===== src/rtl/word_fifo_pkg.sv =====
// Shared widths and types for the word FIFO.
package word_fifo_pkg;

  localparam int unsigned WORD_W             = 32;
  localparam int unsigned FIFO_DEPTH_DEFAULT = 4;

  typedef logic [WORD_W-1:0] word_t;

endpackage


===== src/rtl/word_fifo_mem.sv =====
// DEPTH x WIDTH register file: one synchronous write port, one asynchronous
// read port, synchronously cleared to zero.
module word_fifo_mem
  import word_fifo_pkg::*;
#(
  parameter int unsigned WIDTH = WORD_W,
  parameter int unsigned DEPTH = FIFO_DEPTH_DEFAULT
) (
  input  logic                     clk,
  input  logic                     rst,
  input  logic                     we,
  input  logic [$clog2(DEPTH)-1:0] waddr,
  input  logic [WIDTH-1:0]         wdata,
  input  logic [$clog2(DEPTH)-1:0] raddr,
  output logic [WIDTH-1:0]         rdata
);

  logic [WIDTH-1:0] mem [DEPTH];

  always_ff @(posedge clk) begin
    if (rst) begin
      for (int unsigned i = 0; i < DEPTH; i++) begin
        mem[i] <= '0;
      end
    end else if (we) begin
      mem[waddr] <= wdata;
    end
  end

  assign rdata = mem[raddr];

endmodule


===== src/rtl/word_fifo.sv =====
// First-word-fall-through synchronous FIFO with valid/ready on both sides.
// Flags and count are registered; the head word is read straight from storage.
module word_fifo
  import word_fifo_pkg::*;
#(
  parameter int unsigned WIDTH = WORD_W,
  parameter int unsigned DEPTH = FIFO_DEPTH_DEFAULT
) (
  input  logic                   clk,
  input  logic                   rst,
  input  logic [WIDTH-1:0]       in_data,
  input  logic                   in_valid,
  output logic                   in_ready,
  output logic [WIDTH-1:0]       out_data,
  output logic                   out_valid,
  input  logic                   out_ready,
  output logic [$clog2(DEPTH):0] count,
  output logic                   full,
  output logic                   empty
);

  localparam int unsigned AW = $clog2(DEPTH);
  localparam int unsigned PW = AW + 1;

  logic [PW-1:0] wr_ptr, rd_ptr;
  logic [PW-1:0] wr_ptr_n, rd_ptr_n, count_n;
  logic          push, pop;
  logic          full_n, empty_n;

  // Handshakes depend only on registered flags, never on the opposite side.
  assign in_ready  = !full;
  assign out_valid = !empty;
  assign push      = in_valid && !full;
  assign pop       = out_ready && !empty;

  // Next pointers, occupancy and flags; extra pointer MSB separates full from empty.
  always_comb begin
    wr_ptr_n = wr_ptr + PW'(push);
    rd_ptr_n = rd_ptr + PW'(pop);
    count_n  = count;
    if (push && !pop) begin
      count_n = count + PW'(1);
    end else if (pop && !push) begin
      count_n = count - PW'(1);
    end
    full_n  = (wr_ptr_n[AW] != rd_ptr_n[AW]) &&
              (wr_ptr_n[AW-1:0] == rd_ptr_n[AW-1:0]);
    empty_n = (wr_ptr_n == rd_ptr_n);
  end

  always_ff @(posedge clk) begin
    if (rst) begin
      wr_ptr <= '0;
      rd_ptr <= '0;
      count  <= '0;
      full   <= 1'b0;
      empty  <= 1'b1;
    end else begin
      wr_ptr <= wr_ptr_n;
      rd_ptr <= rd_ptr_n;
      count  <= count_n;
      full   <= full_n;
      empty  <= empty_n;
    end
  end

  word_fifo_mem #(
    .WIDTH(WIDTH),
    .DEPTH(DEPTH)
  ) u_mem (
    .clk  (clk),
    .rst  (rst),
    .we   (push),
    .waddr(wr_ptr[AW-1:0]),
    .wdata(in_data),
    .raddr(rd_ptr[AW-1:0]),
    .rdata(out_data)
  );

endmodule

===== config.mk =====
export PLATFORM = sky130hd
export DESIGN_NAME = word_fifo
export DESIGN_NICKNAME = d
export VERILOG_FILES = /design/src/rtl/word_fifo_pkg.sv /design/src/rtl/word_fifo_mem.sv /design/src/rtl/word_fifo.sv
export SDC_FILE = /design/constraint.sdc
export NUM_CORES = 1
export LEC_CHECK = 0
export CAP_MARGIN = 40
export CORE_ASPECT_RATIO = 0.7
export CORE_MARGIN = 2
export CORE_UTILIZATION = 55
export DETAILED_ROUTE_END_ITERATION = 12
export PLACE_DENSITY = 0.79
export REMOVE_ABC_BUFFERS = 1
export SLEW_MARGIN = 25
export SYNTH_ARGS = -nofsm -noshare
export SYNTH_HDL_FRONTEND = slang
export SYNTH_SLANG_ARGS = --single-unit

===== constraint.sdc =====
create_clock -name clk -period 2.5 [get_ports clk]
set_clock_uncertainty 0.2 [all_clocks]
set_input_delay 0.5 -clock clk [delete_from_list [all_inputs] [get_ports clk]]
set_output_delay 0.5 -clock clk [all_outputs]
set_load 0.05 [all_outputs]

==> results.sh <==
export IMPL_drtPass1Iterations=5
export IMPL_tritoncts_clock_tree="built"
export IMPL_seq_area_mm2=0.004069
export IMPL_rr_startpoint="full$_SDFF_PP0_"
export IMPL_final_instance_count_excl_fill=625
export IMPL_synth_simple_gate_area_share_pct=15.56
export IMPL_cts_root_buf="sky130_fd_sc_hd__clkbuf_16"
export IMPL_cp_arrival_ns=1.75
export IMPL_row_count=32
export IMPL_cts_post_setup_buffers_inserted=0
export IMPL_proportion_of_synthesized_chip_area_in_sequential_cells_pct=66.85
export IMPL_postCtsHoldBufs=0
export IMPL_final_period_minus_worst_setup_slack_ns=2.448
export IMPL_num_antenna_cells=0
export IMPL_detailedPlace_worstSlack_ns=-0.1521
export IMPL_routabilityCongestion=0.7095
export IMPL_grtUsageTotal_pct=22.02
export IMPL_power_switching_uw=1794
export IMPL_clkLatencyLatePin_ns=0.41
export IMPL_design_portCount=75
export IMPL_quantity_of_gates_resized_following_cts=0
export IMPL_syn2layout_area_growth_pct=30.75
export IMPL_final_antenna_net_count=0
export IMPL_hold_slack_ns=0.3403
export IMPL_critical_path_slowest_cell="sky130_fd_sc_hd__mux4_2"
export IMPL_synth_compound_area_share_pct=0.5557
export IMPL_cp_data_required_time_ns=1.80
export IMPL_synth_cell_area_mm2=0.006080
export IMPL_drt_wirelength_per_cell_um=19.42
export IMPL_drt_iter0_markers=295
export IMPL_max_clock_path_buffers=2
export IMPL_core_area_mm2=0.01089
export IMPL_cts_htree_levels=4
export IMPL_crit_path_max_incr_delay_ns=0.54
export IMPL_postSynthRegisterBits=139
export IMPL_status="finished, final reports clean"
export IMPL_share_seq_of_total_power_pct=41.0
export IMPL_critPathKind="reg2out"
export IMPL_die_outline_area_mm2=0.01192
export IMPL_count_of_mapped_cells_out_of_synthesis=365
export IMPL_grt_setup_unrepaired="yes"
export IMPL_hold_path_class="reg2reg"
export IMPL_timing_critical_path_fanout_max=9
export IMPL_multiplexer_fraction_of_the_synthesized_cell_area_pct=12.02
export IMPL_dominant_combinational_cell_family_by_area_after_synthesis="simple AND/OR/NAND/NOR gates"
export IMPL_synth_cell_types=29
export IMPL_post_synthesis_adder_cell_area_fraction_pct=1.153
export IMPL_most_frequent_cells_after_synthesis="sky130_fd_sc_hd__and2_1 (129), sky130_fd_sc_hd__edfxtp_1 (128), sky130_fd_sc_hd__mux4_2 (32)"
export IMPL_swShare_pct=26.31
export IMPL_cts_buffers_inserted=17
export IMPL_ir_worst_vdd_mv=0.5182
export IMPL_synth_area_top_cells="sky130_fd_sc_hd__edfxtp_1 (63%), sky130_fd_sc_hd__and2_1 (13%), sky130_fd_sc_hd__mux4_2 (12%), sky130_fd_sc_hd__dfxtp_1 (3.6%), sky130_fd_sc_hd__buf_6 (1.1%)"
export IMPL_final_nets=500
export IMPL_num_fill_cells=662
export IMPL_num_vias=3389
export IMPL_routed_wirelength_mm=12.14
export IMPL_p_leak_uw=0.002982
export IMPL_netlist_area_leader_share_pct=63.22
export IMPL_dp_final_hpwl_mm=7.342
export IMPL_drv_cap=0
export IMPL_synth_top_cell_by_area="sky130_fd_sc_hd__edfxtp_1"
export IMPL_synth_flop_cell="sky130_fd_sc_hd__edfxtp_1"
export IMPL_multi_input_comb_area_mm2=0.001861
export IMPL_worstPathCellList="clkbuf_16 > mux4_2 > buf_12"
export IMPL_hold_path_startpoint="rd_ptr[2]$_SDFF_PP0_"
export IMPL_numClockSinks=139
export IMPL_final_critical_path_setup_slack_ns=0.05209
export IMPL_synthArstFlopShare_pct=0
export IMPL_grt_antenna_before_repair=0
export IMPL_port_buffers=74
export IMPL_placed_cells_incl_taps=591
export IMPL_worstSetupStartpoint="rd_ptr[0]$_SDFF_PP0_"
export IMPL_power_per_cell_area_mw_per_mm2=857.8
export IMPL_library_cell_with_the_highest_instance_count_after_synthesis="sky130_fd_sc_hd__and2_1"
export IMPL_grt_pass1_wl_mm=18.79
export IMPL_drc=0
export IMPL_crit_path_start_kind="flip-flop"
export IMPL_xor_and_xnor_fraction_of_the_mapped_netlist_area_pct=1.297
export IMPL_hold_viol=0
export IMPL_via_to_cell_ratio=5.422
export IMPL_crit_path_end_kind="output port"
export IMPL_cellInternalPower_uw=5025
export IMPL_largest_net_degree_at_the_start_of_global_routing=33
export IMPL_max_slew_margin_rel_pct=64.21
export IMPL_synth_warning_count=0
export IMPL_max_slew_worst_pin_slew_ns=0.5352
export IMPL_initial_core_util_pct=55.82
export IMPL_synth_edf_count=128
export IMPL_path_clk_slew_ns=0.06
export IMPL_final_max_slew_violation_count=0
export IMPL_power_share_clock_pct=37.5
export IMPL_drive_above_1_share_pct=25.85
export IMPL_fmax_ghz=0.4085
export IMPL_die_width_um=129.7
export IMPL_combinationalPowerShare_pct=21.5
export IMPL_vias_in_the_first_global_route=3506
export IMPL_setup_viol_count_final=0
export IMPL_globalRouteOverflowTotal=0
export IMPL_chipHeight_um=91.97
export IMPL_synth_avg_cell_area_um2=16.66
export IMPL_min_period_over_period_pct=97.92
==> power by group through the flow <==
stage	clock network, uW	logic (uW)	registers [uW]
after CTS	2570	1450	2790
after global routing	2680	1540	2810
after floorplan	0	735	2920
final	2550	1470	2800
after detailed placement	0	1450	2840
after global placement	0	1430	2820
==> area by class of cell <==
cell class | instances | area share, %
multi-input cells | 199 | 23.41
clock buffers | 18 | 5.399
inverters | 6 | 0.2833
repair buffers | 96 | 15.08
clock inverters | 14 | 2.235
flip-flops and latches | 139 | 51.19
well taps | 153 | 2.408
==> routing by layer <==
layer	global-route usage, %	wire [um]	vias to the layer above
li1	-	-	1535
met1	29.37	5110	1685
met2	35.51	5989	155
met3	6.243	927	14
met4	6.810	110	0
met5	0	0	-
==> cell families after synthesis <==
group                      after synthesis
AOI/OAI and AO/OA                        5
xor gates and xnor gates                 9
adders and majority gates                5
buffers and inverters                   27
DFF                                    139
muxes                                   33
and+or+nand+nor                        147
==> worst max-delay path: cells and delay by family (launching register included) <==
kind / cells / cell delay (ns)
buffers and inverters: 2 / 0.37
multiplexers: 1 / 0.54
flip-flops: 1 / 0.42
==> flip-flops by register name, summed over array words and instances (netlist names) <==
register / flops
u_mem.mem: 128
count: 3
rd_ptr: 3
wr_ptr: 3
empty: 1
full: 1
==> cell usage in the layout, fill, tap and decap left out, types with 5 or more instances in the layout <==
cell	synthesis	routed
sky130_fd_sc_hd__clkbuf_16	0	19
sky130_fd_sc_hd__dfxtp_1	11	9
sky130_fd_sc_hd__buf_12	0	27
sky130_fd_sc_hd__clkdlybuf4s50_1	0	42
sky130_fd_sc_hd__xnor2_1	5	5
sky130_fd_sc_hd__buf_4	0	25
sky130_fd_sc_hd__and2_1	129	129
sky130_fd_sc_hd__inv_1	6	6
sky130_fd_sc_hd__mux4_2	32	32
sky130_fd_sc_hd__nor2_1	5	5
sky130_fd_sc_hd__edfxtp_1	128	128
sky130_fd_sc_hd__clkinvlp_4	0	5
==> path summary, 6_finish.rpt <==
check                                        endpoint  slack, ns  cells after the start
worst max register to register  count[2]$_SDFFE_PP0P_       0.44                      7
worst max-delay path                     out_data[16]       0.05                      3
worst min-delay path             rd_ptr[2]$_SDFF_PP0_       0.34                      2
worst min register to register   rd_ptr[2]$_SDFF_PP0_       0.34                      2
==> metrics by stage <==
| stage | instance area, um^2 | utilization, % | setup TNS (ns) | total power (uW) |
|---|---|---|---|---|
| final | 7949 | 72.99 | 0 | 6819 |
| after global routing | 7949 | 72.99 | -0.003453 | 7037 |
| after CTS | 7896 | 72.51 | 0 | 6820 |
| after detailed placement | 7289 | 66.93 | -0.2606 | 4285 |
| after global placement | 7289 | 66.93 | -0.09491 | 4249 |
| after floorplan | 5946 | - | -40.60 | 3660 |
No activity file was read; power rests on OpenSTA's default activity.
